**config.mk**
```make
export PLATFORM = sky130hd
export DESIGN_NAME = load_store_unit
export DESIGN_NICKNAME = d
export VERILOG_FILES = /design/src/rtl/lsu_pkg.sv /design/src/rtl/lsu_align.sv /design/src/rtl/load_store_unit.sv
export SDC_FILE = /design/constraint.sdc
export NUM_CORES = 1
export LEC_CHECK = 0
export BUFFER_PORTS_ARGS = -buffer_cell sky130_fd_sc_hd__clkbuf_2
export CAP_MARGIN = 20
export CORE_MARGIN = 2
export CORE_UTILIZATION = 45
export DETAILED_ROUTE_END_ITERATION = 10
export GPL_TIMING_DRIVEN = 0
export HOLD_SLACK_MARGIN = 0.06
export PLACE_DENSITY_LB_ADDON = 0.05
export SYNTH_ARGS = -nofsm -noshare
export SYNTH_HDL_FRONTEND = slang
export SYNTH_SLANG_ARGS = --single-unit
```
**constraint.sdc**
```tcl
create_clock -name clk -period 2.5 [get_ports clk]
set_clock_uncertainty 0.2 [all_clocks]
set_input_delay 0.375 -clock clk [delete_from_list [all_inputs] [get_ports clk]]
set_output_delay 0.375 -clock clk [all_outputs]
set_load 0.01 [all_outputs]
```
**src/rtl/lsu_pkg.sv**
```systemverilog
// lsu_pkg: shared size encodings, FSM state encoding and memory depth default for the load/store unit.
package lsu_pkg;

   localparam int LSU_MEM_WORDS = 256;

   typedef enum logic [1:0] {
      SZ_BYTE = 2'b00,
      SZ_HALF = 2'b01,
      SZ_WORD = 2'b10,
      SZ_ERR  = 2'b11
   } size_e;

   typedef enum logic [2:0] {
      S_IDLE  = 3'd0,
      S_SETUP = 3'd1,
      S_READ  = 3'd2,
      S_WRITE = 3'd3,
      S_RESP  = 3'd4
   } state_e;

endpackage

```
**src/rtl/lsu_align.sv**
```systemverilog
// lsu_align: little-endian lane extract/extend for loads and lane merge for sub-word stores.
module lsu_align
   import lsu_pkg::*;
(
   input  logic [1:0]  i_size,
   input  logic        i_unsigned,
   input  logic [1:0]  i_off,
   input  logic [31:0] i_rword,
   input  logic [31:0] i_wdata,
   output logic [31:0] o_ldata,
   output logic [31:0] o_mword
);

   logic [7:0]  w_byte;
   logic [15:0] w_half;
   logic [31:0] w_mask;
   logic [31:0] w_wrep;

   // half lanes use only off[1], so a misaligned half is silently aligned; words ignore the offset
   always_comb begin
      w_byte  = 8'(i_rword >> {i_off, 3'b000});
      w_half  = 16'(i_rword >> {i_off[1], 4'b0000});
      w_mask  = (i_size == SZ_BYTE) ? (32'h0000_00FF << {i_off, 3'b000}) :
                (i_size == SZ_HALF) ? (32'h0000_FFFF << {i_off[1], 4'b0000}) : 32'hFFFF_FFFF;
      w_wrep  = (i_size == SZ_BYTE) ? {4{i_wdata[7:0]}} :
                (i_size == SZ_HALF) ? {2{i_wdata[15:0]}} : i_wdata;
      o_mword = (i_rword & ~w_mask) | (w_wrep & w_mask);
      o_ldata = (i_size == SZ_BYTE) ? (i_unsigned ? {24'h0, w_byte} : {{24{w_byte[7]}}, w_byte}) :
                (i_size == SZ_HALF) ? (i_unsigned ? {16'h0, w_half} : {{16{w_half[15]}}, w_half}) : i_rword;
   end

endmodule

```
**src/rtl/load_store_unit.sv**
```systemverilog
// load_store_unit: byte/half/word load-store sequencer for a single-port word memory.
// Build option LSU_MISALIGN_TRAP_EN: misaligned half/word accesses report an error instead of being aligned.
module load_store_unit
   import lsu_pkg::*;
#(
   parameter int MEM_WORDS = LSU_MEM_WORDS
) (
   input  logic        clk,
   input  logic        rst,
   input  logic        req_valid,
   output logic        req_ready,
   input  logic        req_we,
   input  logic [1:0]  req_size,
   input  logic        req_unsigned,
   input  logic [31:0] req_addr,
   input  logic [31:0] req_wdata,
   output logic        resp_valid,
   output logic [31:0] resp_rdata,
   output logic        resp_err,
   output logic [31:0] addr,
   output logic [31:0] data2,
   output logic        lw_en,
   output logic        sw_en,
   input  logic [31:0] data_mem
);

   state_e      r_state;
   logic        r_we;
   logic [1:0]  r_size;
   logic        r_unsigned;
   logic [1:0]  r_off;
   logic [31:0] r_wdata;
   logic [31:0] r_addr;
   logic [31:0] r_data2;
   logic        r_lw_en;
   logic        r_sw_en;
   logic        r_resp_valid;
   logic        r_resp_err;
   logic [31:0] r_resp_rdata;
   logic        w_misalign;
   logic        w_err;
   logic [31:0] w_ldata;
   logic [31:0] w_mword;

`ifdef LSU_MISALIGN_TRAP_EN
   assign w_misalign = (req_size == SZ_HALF && req_addr[0]) ||
                       (req_size == SZ_WORD && req_addr[1:0] != 2'b00);
`else
   assign w_misalign = 1'b0;
`endif

   assign w_err = (req_size == SZ_ERR) || w_misalign ||
                  ({2'b00, req_addr[31:2]} >= 32'(MEM_WORDS));

   assign req_ready  = (r_state == S_IDLE) && !rst;
   assign resp_valid = r_resp_valid;
   assign resp_rdata = r_resp_rdata;
   assign resp_err   = r_resp_err;
   assign addr       = r_addr;
   assign data2      = r_data2;
   assign lw_en      = r_lw_en;
   assign sw_en      = r_sw_en;

   lsu_align u_align (
      .i_size     (r_size),
      .i_unsigned (r_unsigned),
      .i_off      (r_off),
      .i_rword    (data_mem),
      .i_wdata    (r_wdata),
      .o_ldata    (w_ldata),
      .o_mword    (w_mword)
   );

   // access sequencer; strobes are one-cycle registered pulses set on entry to their state
   always_ff @(posedge clk) begin
      if (rst) begin
         r_state      <= S_IDLE;
         r_we         <= 1'b0;
         r_size       <= SZ_BYTE;
         r_unsigned   <= 1'b0;
         r_off        <= 2'b00;
         r_wdata      <= 32'h0;
         r_addr       <= 32'h0;
         r_data2      <= 32'h0;
         r_lw_en      <= 1'b0;
         r_sw_en      <= 1'b0;
         r_resp_valid <= 1'b0;
         r_resp_err   <= 1'b0;
         r_resp_rdata <= 32'h0;
      end else begin
         r_lw_en      <= 1'b0;
         r_sw_en      <= 1'b0;
         r_resp_valid <= 1'b0;
         r_resp_err   <= 1'b0;
         case (r_state)
            S_IDLE: if (req_valid) begin
               r_we       <= req_we;
               r_size     <= req_size;
               r_unsigned <= req_unsigned;
               r_off      <= req_addr[1:0];
               r_wdata    <= req_wdata;
               r_addr     <= {2'b00, req_addr[31:2]};
               r_data2    <= req_wdata;
               if (w_err) begin
                  r_state      <= S_RESP;
                  r_resp_valid <= 1'b1;
                  r_resp_err   <= 1'b1;
                  r_resp_rdata <= 32'h0;
               end else if (req_we && req_size == SZ_WORD) begin
                  r_state <= S_WRITE;
                  r_sw_en <= 1'b1;
               end else begin
                  r_state <= S_SETUP;
               end
            end
            S_SETUP: begin
               r_state <= S_READ;
               r_lw_en <= 1'b1;
            end
            S_READ: if (r_we) begin
               r_state <= S_WRITE;
               r_sw_en <= 1'b1;
               r_data2 <= w_mword;
            end else begin
               r_state      <= S_RESP;
               r_resp_valid <= 1'b1;
               r_resp_rdata <= w_ldata;
            end
            S_WRITE: begin
               r_state      <= S_RESP;
               r_resp_valid <= 1'b1;
               r_resp_rdata <= 32'h0;
            end
            S_RESP: begin
               r_state      <= S_IDLE;
               r_resp_rdata <= 32'h0;
            end
            default: r_state <= S_IDLE;
         endcase
      end
   end

endmodule

```
==> reports/results.ini, run 1 <==
[outcome]
status = finished, final reports clean

[sta]
max_freq_mhz = 419
hold_violations = 0
setup-violations-final = 0
fin_crit_sh_pct = 95.5
slew_headroom_pct = 47.4
holdWs_ns = 0.0828
fin_crit_ns = 2.39
max_slew.worst_pin.slew_ns = 0.788
final_max_slew_viol_count = 0
rsz0062_at_grt = false
setup_tns_ns = 0

[clock_tree]
clk_pin_slew_worst_paths_ns = 0.06
cts.sinks = 139
cts_buffers = 17
cts.htree.levels = 4
clockBufferDepth = 2
cts_tree = yes
clockRootBuffer = clkbuf_16
insertion_delay_ns = 0.41

[pwr]
clkPwrFrac_pct = 40.8
internal-power_w = 0.00438
p_per_area_mw_per_mm2 = 661
ir_worst_vdd_v = 0.000426
power_frac_seq_pct = 40.9
power_frac_comb_pct = 18.3
p_switching_w = 0.00169
netSwitchingFraction_pct = 27.8
total_power_w = 0.00606
p_leak_nw = 3.93

[placed_design]
place_hpwl_mm = 17.2
dpl_cell_area_sq_mm = 0.00787
routabilityCongestion = 0.914
port_buffers = 200

[route]
wl_mm = 23.4
vias = 7121
ant_nets = 0
drtIter0Drc = 565
wl_per_cell_um = 18.0
via_per_inst = 5.49
dr.pass1.iters = 6
drcViolationCount = 0

[floorplanning]
rows = 44
core-area_sq_mm = 0.0145
die_height_um = 125
io_pins = 204
initial_utilization_pct = 45.8
die-area_sq_mm = 0.0157
die_w_um = 125

[synth]
synth_common_cells = 139 x dfxtp_1, 126 x nand2_1, 104 x a21oi_1
ys_async_sr_fraction_pct = 0
yosysWarningCount = 0
synth.most_common_cell = dfxtp_1
synth-seq-area-share_pct = 42.0
synth_area_leaders = dfxtp_1 42%, mux2i_1 8.3%, a21oi_1 7.9%
synth_cell_types = 47
synthFlopType = dfxtp_1
syn_area_per_cell_sq_um = 8.15
post-synth-top-area-cell = dfxtp_1
syn-cell-area_sq_mm = 0.00663
ys_seq_elements = 139
syn_inst = 814
synth_top_area_share_pct = 42.0
synth_edf_count = 0

[worst_setup_path]
crit_type = primary input to flip-flop
cp_max_fo = 10
critPathCaptureType = flip-flop
path_cells = dlygate4sd3_1 > clkbuf_2 > nor4_1 > nand3_1 > buf_4 > o221ai_4 > buf_6 > mux2i_1
startpoint_type = primary input
critPathRequiredTime_ns = 2.64
max_stage_delay_ns = 0.56
crit_start = req_addr[13]
reg2reg_from = r_state[1]
ff2ff_setup_slack_ns = 0.15
endpoint = resp_rdata[28]
reg2reg_depth = 7
arrival_ns = 2.53
r2r-end = resp_rdata[14]
crit_slowest_cell = dlygate4sd3_1

[global_routing]
grt_overflow = 0
grt.total_usage_pct = 29.1
grt_first_pass_wirelength_mm = 35.9
grt_start_max_net_pins = 17
grt_pass1_vias = 6715
antenna_found_initial = 0

[run]
maxCapViolCount = 0

[final_layout]
drive_above_1_share_pct = 24.6
final_util_pct = 63.4
num_antenna_cells = 0
area_growth_pct = 38.4
design_area_sq_mm = 0.00918
nNetsFinal = 1206

[hold_path]
hold_class = primary input to flip-flop
min_from = req_wdata[24]

metrics by stage:
stage,setup WS (ns),std cells
6_report,0.112,1298
5_1_grt,0.0199,1298
4_1_cts,0.0367,1295
3_5_place_dp,-0.373,1199
3_3_place_gp,-0.414,1199
2_1_floorplan,0.413,815
metal layers:
layer  vias up  wire length [um]  GRT usage [%]
met5         -                 0              0
li1       3469                 -              -
met1      3290             10000           37.0
met2       307             10800           47.8
met3        55              1760           6.80
met4         0               748           12.0
critical path, delay by kind of cell:
kind / cells / cell delay [ns]
AOI/OAI and AO/OA: 1 / 0.38
and+or+nand+nor: 2 / 0.46
buffers and inverters: 4 / 1.11
muxes: 1 / 0.20
worst min path at each step:
| stage | to | slack, ns | cells past startpoint |
|---|---|---|---|
| floorplan | r_wdata[16] | 0.23 | 2 |
| global placement | addr[5] | 0.24 | 2 |
| detailed placement | r_wdata[17] | 0.24 | 2 |
| CTS | r_wdata[24] | 0.07 | 3 |
| global route | r_size[1] | 0.1 | 3 |
| finish | r_wdata[24] | 0.08 | 3 |
what timing repair did:
item,CTS,global route
gates resized for setup,1,16
setup endpoints to repair,30,73
pin swaps,0,3
setup buffers,0,3
endpoints found under the hold margin,66,0
hold buffers,66,0
placed cells by master, fill, tap and decap left out, types with 3 or more instances in the layout:
master and instances:
clkbuf_2 204, dfxtp_1 139, nand2_1 125, a21oi_1 103, nor2_1 93, dlygate4sd3_1 66
mux2i_1 55, clkbuf_1 49, o21ai_1 34, a211oi_1 33, clkbuf_16 17, inv_1 16
o22ai_1 16, buf_2 13, nor3_1 11, a211o_1 10, o21ai_0 8, a32o_1 8
o211ai_1 8, a31o_1 8, a221o_1 8, mux4_2 7, a221oi_1 7, nor4_1 6
and2_1 6, buf_4 5, clkinv_2 5, nand2b_1 4, nor2b_1 4, buf_6 4
clkbuf_8 4, or2_1 3, and2_0 3, mux2_2 3
state kept, by name, summed over array words and instances (netlist names), 2 cells and up:
register and flops:
addr 30, data2 32, r_off 2, r_size 2, r_state 3, r_wdata 32, resp_rdata 32
logic make-up after synthesis:
group	after synthesis	share of synthesized area, %
AO/OA/AOI/OAI	252	24.2
buffers and inverters	92	5.85
flip-flops	139	42.0
multiplexers	65	11.2
other	1	0.0566
AND/OR/NAND/NOR	265	16.7
power groups by stage:
stage               registers [W]  logic (W)  clock network [W]
global route              0.00250    0.00120            0.00261
CTS                       0.00248    0.00108            0.00250
floorplan                 0.00253   0.000567                  0
finish                    0.00248    0.00111            0.00248
detailed placement        0.00252   0.000994                  0
global placement          0.00252   0.000986                  0
cell type report:
cell class / count / area, sq um
clock buffers: 22 / 484
multi-input cells: 584 / 3500
clock inverters: 8 / 92.6
well taps: 184 / 230
inverters: 19 / 71.3
fillers: 1338 / 5300
flip-flops and latches: 139 / 2780
repair buffers: 269 / 1680
plain buffers: 73 / 333
Power figures use the tool's default switching activity.
==> inputs of run 2 (changes only) <==
--- a/config.mk
+++ b/config.mk
@@ -15,4 +15,5 @@
 export PLACE_DENSITY_LB_ADDON = 0.05
 export SYNTH_ARGS = -nofsm -noshare
 export SYNTH_HDL_FRONTEND = slang
+export SYNTH_HIERARCHICAL = 1
 export SYNTH_SLANG_ARGS = --single-unit
==> run 2 against run 1 <==
Die area grew 15%; highest routed layer unchanged; sequential power hardly changed; hold slack lost 0.0049 ns; wire length is 5.9% higher; register-to-register slack better by 0.12 ns; global-route usage shrank 1.9 points.
==> reports/results.ini, run 2 <==
[route]
dr.pass1.iters = 5  ; was 6
drcViolationCount = 0  ; unchanged
wl_mm = 24.7  ; was 23.4 mm
wl_per_cell_um = 18.1  ; was 18.0 um
via_per_inst = 5.49  ; about the same
ant_nets = 0  ; unchanged
vias = 7484  ; was 7121
drtIter0Drc = 431  ; was 565

[worst_setup_path]
arrival_ns = 1.85  ; was 2.53 ns
cp_common_cell = clkbuf_2
critPathCaptureType = output pin  ; was flip-flop
crit_slowest_cell = buf_1  ; was dlygate4sd3_1
cp_max_fo = 10  ; unchanged
critPathRequiredTime_ns = 1.92  ; was 2.64 ns
max_stage_delay_ns = 0.46  ; was 0.56 ns
startpoint_type = primary input  ; unchanged
path_cells = buf_1 > clkbuf_2 > buf_2 > nor4_1 > clkbuf_2  ; was dlygate4sd3_1 > clkbuf_2 > nor4_1 > nand3_1 > buf_4 > o221ai_4 > buf_6 > mux2i_1
crit_type = primary input to output pin  ; was primary input to flip-flop

[clock_tree]
cts_buffers = 17  ; unchanged
postCtsSetupRepairBufs = 0  ; unchanged
clk_pin_slew_worst_paths_ns = 0.06  ; about the same
insertion_delay_ns = 0.42  ; was 0.41 ns
cts_tree = yes  ; unchanged
cts.sinks = 139  ; unchanged
cts.htree.levels = 4  ; unchanged
clockRootBuffer = clkbuf_16  ; unchanged
clockBufferDepth = 2  ; unchanged

[synth]
synth_edf_count = 0  ; unchanged
syn_area_per_cell_sq_um = 9.09  ; was 8.15 sq um
syn-cell-area_sq_mm = 0.00769  ; was 0.00663 sq mm
synth-seq-area-share_pct = 36.2  ; was 42.0%
synth_common_cells = 139 x dfxtp_1, 110 x nor2_1, 100 x a21oi_1  ; was 139 x dfxtp_1, 126 x nand2_1, 104 x a21oi_1
ys_seq_elements = 139  ; unchanged
ys_async_sr_fraction_pct = 0  ; unchanged
synth_cell_types = 60  ; was 47
synthFlopType = dfxtp_1  ; unchanged
yosysWarningCount = 6  ; was 0
post-synth-top-area-cell = dfxtp_1  ; unchanged
synth_area_leaders = dfxtp_1 36%, mux2i_1 6.6%, a21oi_1 6.5%  ; was dfxtp_1 42%, mux2i_1 8.3%, a21oi_1 7.9%
syn_inst = 846  ; was 814
synth_top_area_share_pct = 36.2  ; was 42.0%
synth.most_common_cell = dfxtp_1  ; unchanged

[global_routing]
grt_first_pass_wirelength_mm = 38.2  ; was 35.9 mm
grt_overflow = 0  ; unchanged
grt.total_usage_pct = 27.2  ; was 29.1%
grt_start_max_net_pins = 17  ; unchanged
antenna_found_initial = 0  ; unchanged
grt_pass1_vias = 7003  ; was 6715

[pwr]
p_per_area_mw_per_mm2 = 637  ; was 661 mW/mm^2
ir_worst_vdd_v = 0.000505  ; was 0.000426 V
p_leak_nw = 4.29  ; was 3.93 nW
total_power_w = 0.00653  ; was 0.00606 W

[sta]
final_max_slew_viol_count = 0  ; unchanged
max_freq_mhz = 412  ; was 419 MHz
fin_crit_sh_pct = 97.0  ; was 95.5%
hold_violations = 0  ; unchanged
fin_crit_ns = 2.42  ; was 2.39 ns
max_slew.worst_pin.slew_ns = 0.755  ; was 0.788 ns
slew_headroom_pct = 49.3  ; was 47.4%
rsz0062_at_grt = false  ; unchanged
setup-violations-final = 0  ; unchanged

[floorplanning]
rows = 47  ; was 44
core-area_sq_mm = 0.0166  ; was 0.0145 sq mm
die_w_um = 135  ; was 125 um
initial_utilization_pct = 46.2  ; was 45.8%
die-area_sq_mm = 0.0182  ; was 0.0157 sq mm
die_height_um = 135  ; was 125 um
io_pins = 204  ; unchanged

[placed_design]
place_hpwl_mm = 18.5  ; was 17.2 mm
dpl_cell_area_sq_mm = 0.00897  ; was 0.00787 sq mm
port_buffers = 200  ; unchanged
routabilityCongestion = 0.936  ; was 0.914
placed_cells = 1267  ; was 1199

[final_layout]
seq_area_sq_mm = 0.00278  ; unchanged
multiInputGateArea_sq_mm = 0.00438  ; was 0.00350 sq mm
area_growth_pct = 33.2  ; was 38.4%
num_antenna_cells = 0  ; unchanged
layout_common_cells = 201 x clkbuf_2, 139 x dfxtp_1, 110 x nor2_1, 100 x a21oi_1, 74 x nand2b_1  ; was 204 x clkbuf_2, 139 x dfxtp_1, 125 x nand2_1, 103 x a21oi_1, 93 x nor2_1
nNetsFinal = 1234  ; was 1206
layout_commonest_cell = clkbuf_2  ; unchanged
fill_cells = 1528  ; was 1338
final_cells = 1363  ; was 1298
design_area_sq_mm = 0.0102  ; was 0.00918 sq mm
drive_above_1_share_pct = 35.0  ; was 24.6%

[outcome]
status = finished, final reports clean  ; unchanged

[hold_path]
hold_class = primary input to flip-flop  ; unchanged

[run]
maxCapViolCount = 0  ; unchanged

## run 2: where the power goes
group          leakage, nW  switching (W)  total, W  internal, W
Sequential            1.14       0.000105   0.00248      0.00237
Clock                0.298       0.000999   0.00264      0.00164
Combinational         2.85       0.000780   0.00141     0.000633
Total                 4.29        0.00188   0.00653      0.00464
## run 2: final timing paths
| path | start | endpoint | slack, ns | cells after the start |
|---|---|---|---|---|
| max | rst | req_ready | 0.08 | 5 |
| min | req_wdata[31] | r_wdata[31] | 0.08 | 3 |
| max reg2reg | r_off[0] | resp_rdata[15] | 0.27 | 6 |
| min reg2reg | addr[29] | addr[29] | 0.26 | 2 |
## run 2: cell families after synthesis
logic type             after synthesis  synth area share, %
DFF                                139                 36.2
buffers and inverters               90                 6.95
AOI/OAI and AO/OA                  230                 22.8
and+or+nand+nor                    301                 21.9
other                                1               0.0488
muxes                               85                 12.1
## run 2: layout make-up
class / count / share of cell area (%)
Clock buffer: 20 / 4.56
Tap cell: 220 / 2.69
Multi-Input combinational cell: 618 / 42.8
Clock inverter: 11 / 1.39
Sequential cell: 139 / 27.2
Timing Repair Buffer: 266 / 16.2
Inverter: 7 / 0.257
Buffer: 82 / 4.95
## run 2: through the flow
step,setup slack [ns],TNS (ns),hold slack [ns],util (%)
finish,0.0750,0,0.0779,61.5
global route,0.00191,0,0.107,61.5
CTS,0.0681,0,0.0692,61.5
detailed placement,-0.405,-0.444,0.252,53.9
global placement,-0.399,-0.449,0.244,53.9
floorplan,0.509,0,0.236,-
## run 2: critical path, delay by kind of cell
kind / cells / cell delay [ns]
simple gates: 1 / 0.09
buf+inv: 4 / 1.37
## run 2: per-layer routing
metal	wire (um)	vias to the layer above	track usage, %
met3	1850	34	6.31
li1	-	3626	-
met4	332	0	7.66
met1	11300	3531	36.9
met5	0	-	0
met2	11300	293	43.2
## run 2: what timing repair did
item | in CTS | in global routing
hold buffers | 66 | 0
cloned | 0 | 0
setup endpoints to repair | 1 | 34
hold endpoints to repair | 66 | 0
gates resized for setup | 2 | 2
==> inputs of run 3 (changes only) <==
==> constraint.sdc (replaced) <==
create_clock -name clk -period 3 [get_ports clk]
set_clock_uncertainty 0.2 [all_clocks]
set_input_delay 0.45 -clock clk [delete_from_list [all_inputs] [get_ports clk]]
set_output_delay 0.45 -clock clk [all_outputs]
set_load 0.01 [all_outputs]
==> run 3 against run 2 <==
Via count shrank 3.5%; global-route usage shrank 0.72 points; total power fell by 18%; first-iteration DRC count fell by 11%; sequential share of layout area rose by 1.5 points; critical path type unchanged; largest cell class unchanged.
==> reports/results.ini, run 3 (synthesis gave the netlist of run 2 again) <==
[global_routing]
grt_first_pass_wirelength_mm = 37.0  ; was 38.2 mm
grt_pass1_vias = 6727  ; was 7003
busiest_layer = met2  ; unchanged
grt_start_max_net_pins = 17  ; unchanged
grtUsageMet2_pct = 41.4  ; was 43.2%
grt.total_usage_pct = 26.5  ; was 27.2%
grtUsageMet3_pct = 6.49  ; was 6.31%
antenna_found_initial = 0  ; unchanged
met1_usage_pct = 36.3  ; was 36.9%
grt_overflow = 0  ; unchanged

[placed_design]
dpl_cell_area_sq_mm = 0.00897  ; unchanged
port_buffers = 200  ; unchanged
dp_slack_ns = -0.0548  ; was -0.405 ns
routabilityCongestion = 0.936  ; unchanged
place_hpwl_mm = 18.5  ; unchanged

[worst_setup_path]
path_cells = clkbuf_1 > clkbuf_1 > buf_2 > nor4_1 > clkbuf_2  ; was buf_1 > clkbuf_2 > buf_2 > nor4_1 > clkbuf_2
crit_type = primary input to output pin  ; unchanged
startpoint_type = primary input  ; unchanged
critPathBufInv = 4  ; unchanged
arrival_ns = 2.14  ; was 1.85 ns
critPathRequiredTime_ns = 2.35  ; was 1.92 ns
path_delay_family = buffers and inverters  ; unchanged
crit_slowest_cell = clkbuf_1  ; was buf_1
cp_max_fo = 10  ; unchanged
cp_common_cell = clkbuf_1  ; was clkbuf_2
critPathCaptureType = output pin  ; unchanged
max_stage_delay_ns = 0.54  ; was 0.46 ns

[pwr]
p_leak_nw = 4.06  ; was 4.29 nW
ir_worst_vdd_v = 0.000423  ; was 0.000505 V
p_per_area_mw_per_mm2 = 554  ; was 637 mW/mm^2
total_power_w = 0.00537  ; was 0.00653 W

[final_layout]
layout_common_cells = 200 x clkbuf_2, 139 x dfxtp_1, 110 x nor2_1, 100 x a21oi_1, 74 x nand2b_1  ; was 201 x clkbuf_2, 139 x dfxtp_1, 110 x nor2_1, 100 x a21oi_1, 74 x nand2b_1
layout_commonest_cell = clkbuf_2  ; unchanged
design_area_sq_mm = 0.00969  ; was 0.0102 sq mm
nNetsFinal = 1180  ; was 1234
fill_cells = 1594  ; was 1528
area_growth_pct = 26.0  ; was 33.2%
drive_above_1_share_pct = 36.5  ; was 35.0%
num_antenna_cells = 0  ; unchanged

[route]
drcViolationCount = 0  ; unchanged
drtIter0Drc = 382  ; was 431
vias = 7222  ; was 7484
ant_nets = 0  ; unchanged
via_per_inst = 5.52  ; was 5.49
wl_per_cell_um = 18.4  ; was 18.1 um
dr.pass1.iters = 5  ; unchanged
wl_mm = 24.1  ; was 24.7 mm

[sta]
hold_violations = 0  ; unchanged
setup_ws_ns = 0.212  ; was 0.0750 ns
rsz0062_at_grt = false  ; unchanged
setup-violations-final = 0  ; unchanged
max_slew.worst_pin.slew_ns = 0.742  ; was 0.755 ns
fin_crit_ns = 2.79
holdWs_ns = 0.0782  ; was 0.0779 ns
fin_crit_sh_pct = 92.9
slew_headroom_pct = 50.2  ; was 49.3%
final_max_slew_viol_count = 0  ; unchanged
max_freq_mhz = 359

[hold_path]
hold_class = primary input to flip-flop  ; unchanged

[floorplanning]
rows = 47  ; unchanged
die_height_um = 135  ; unchanged
die_w_um = 135  ; unchanged
core-area_sq_mm = 0.0166  ; unchanged
io_pins = 204  ; unchanged
die-area_sq_mm = 0.0182  ; unchanged
initial_utilization_pct = 46.2  ; unchanged

[outcome]
status = finished, final reports clean  ; unchanged

[clock_tree]
clockBufferDepth = 2  ; unchanged
cts_buffers = 17  ; unchanged
cts_tree = yes  ; unchanged
clockRootBuffer = clkbuf_16  ; unchanged
cts.htree.levels = 4  ; unchanged
clk_pin_slew_worst_paths_ns = 0.06  ; about the same
postCtsSetupRepairBufs = 0  ; unchanged
cts.sinks = 139  ; unchanged
insertion_delay_ns = 0.42  ; about the same

[run]
maxCapViolCount = 0  ; unchanged

[run 3: cell count changes in the layout (fill, tap and decap cells not counted)]
cell and change:
dlygate4sd3_1 -55, clkbuf_1 +3, and4_1 +1, and4_2 -1, buf_1 -1, clkbuf_2 -1
[run 3: timing repair]
action	4_1_cts	5_1_grt
resized for setup	1	0
hold buffers	11	0
endpoints found under the hold margin	11	0
endpoints found under the setup margin	1	0
[run 3: final cells by class]
type                            instances  area [sq um]  share of cell area [%]
Buffer                                 83           509                    5.26
Clock buffer                           20           467                    4.82
Clock inverter                         11           143                    1.47
Inverter                                7          26.3                   0.271
Multi-Input combinational cell        618          4380                    45.2
Sequential cell                       139          2780                    28.7
Tap cell                              220           275                    2.84
Timing Repair Buffer                  211          1110                    11.5
[run 3: power by group]
part / internal (W) / leakage, nW / switching (W) / total [W]
Combinational: 0.000481 / 2.61 / 0.000636 / 0.00112
Sequential: 0.00198 / 1.14 / 0.0000863 / 0.00206
Clock: 0.00137 / 0.298 / 0.000828 / 0.00219
Total: 0.00382 / 4.06 / 0.00155 / 0.00537
[run 3: per-stage QoR]
step | instances | TNS (ns) | utilization [%]
floorplan | 847 | 0 | -
global placement | 1267 | -0.0495 | 53.9
detailed placement | 1267 | -0.0548 | 53.9
CTS | 1309 | 0 | 58.2
global route | 1309 | 0 | 58.2
finish | 1309 | 0 | 58.2
[run 3: worst reg2reg max path: stages (launching register included)]
cell	delay (ns)
dfxtp_1	0.34
buf_6	0.16
mux2_2	0.40
a221oi_2	0.43
a221oi_1	0.18
a221oi_2	0.31
nor3_2	0.07
[run 3: path summary, 6_finish.rpt]
check	start	endpoint	slack, ns	depth (start not counted)
setup reg to reg	r_off[0]	resp_rdata[15]	0.78	6
setup / recovery	rst	req_ready	0.21	5
hold reg to reg	addr[29]	addr[29]	0.26	2
hold / removal	req_addr[13]	addr[11]	0.08	3
[run 3: per-layer routing]
layer	wire length, um	up-vias
li1	-	3519
met2	10900	280
met1	11000	3391
met5	0	-
met4	331	0
met3	1810	32
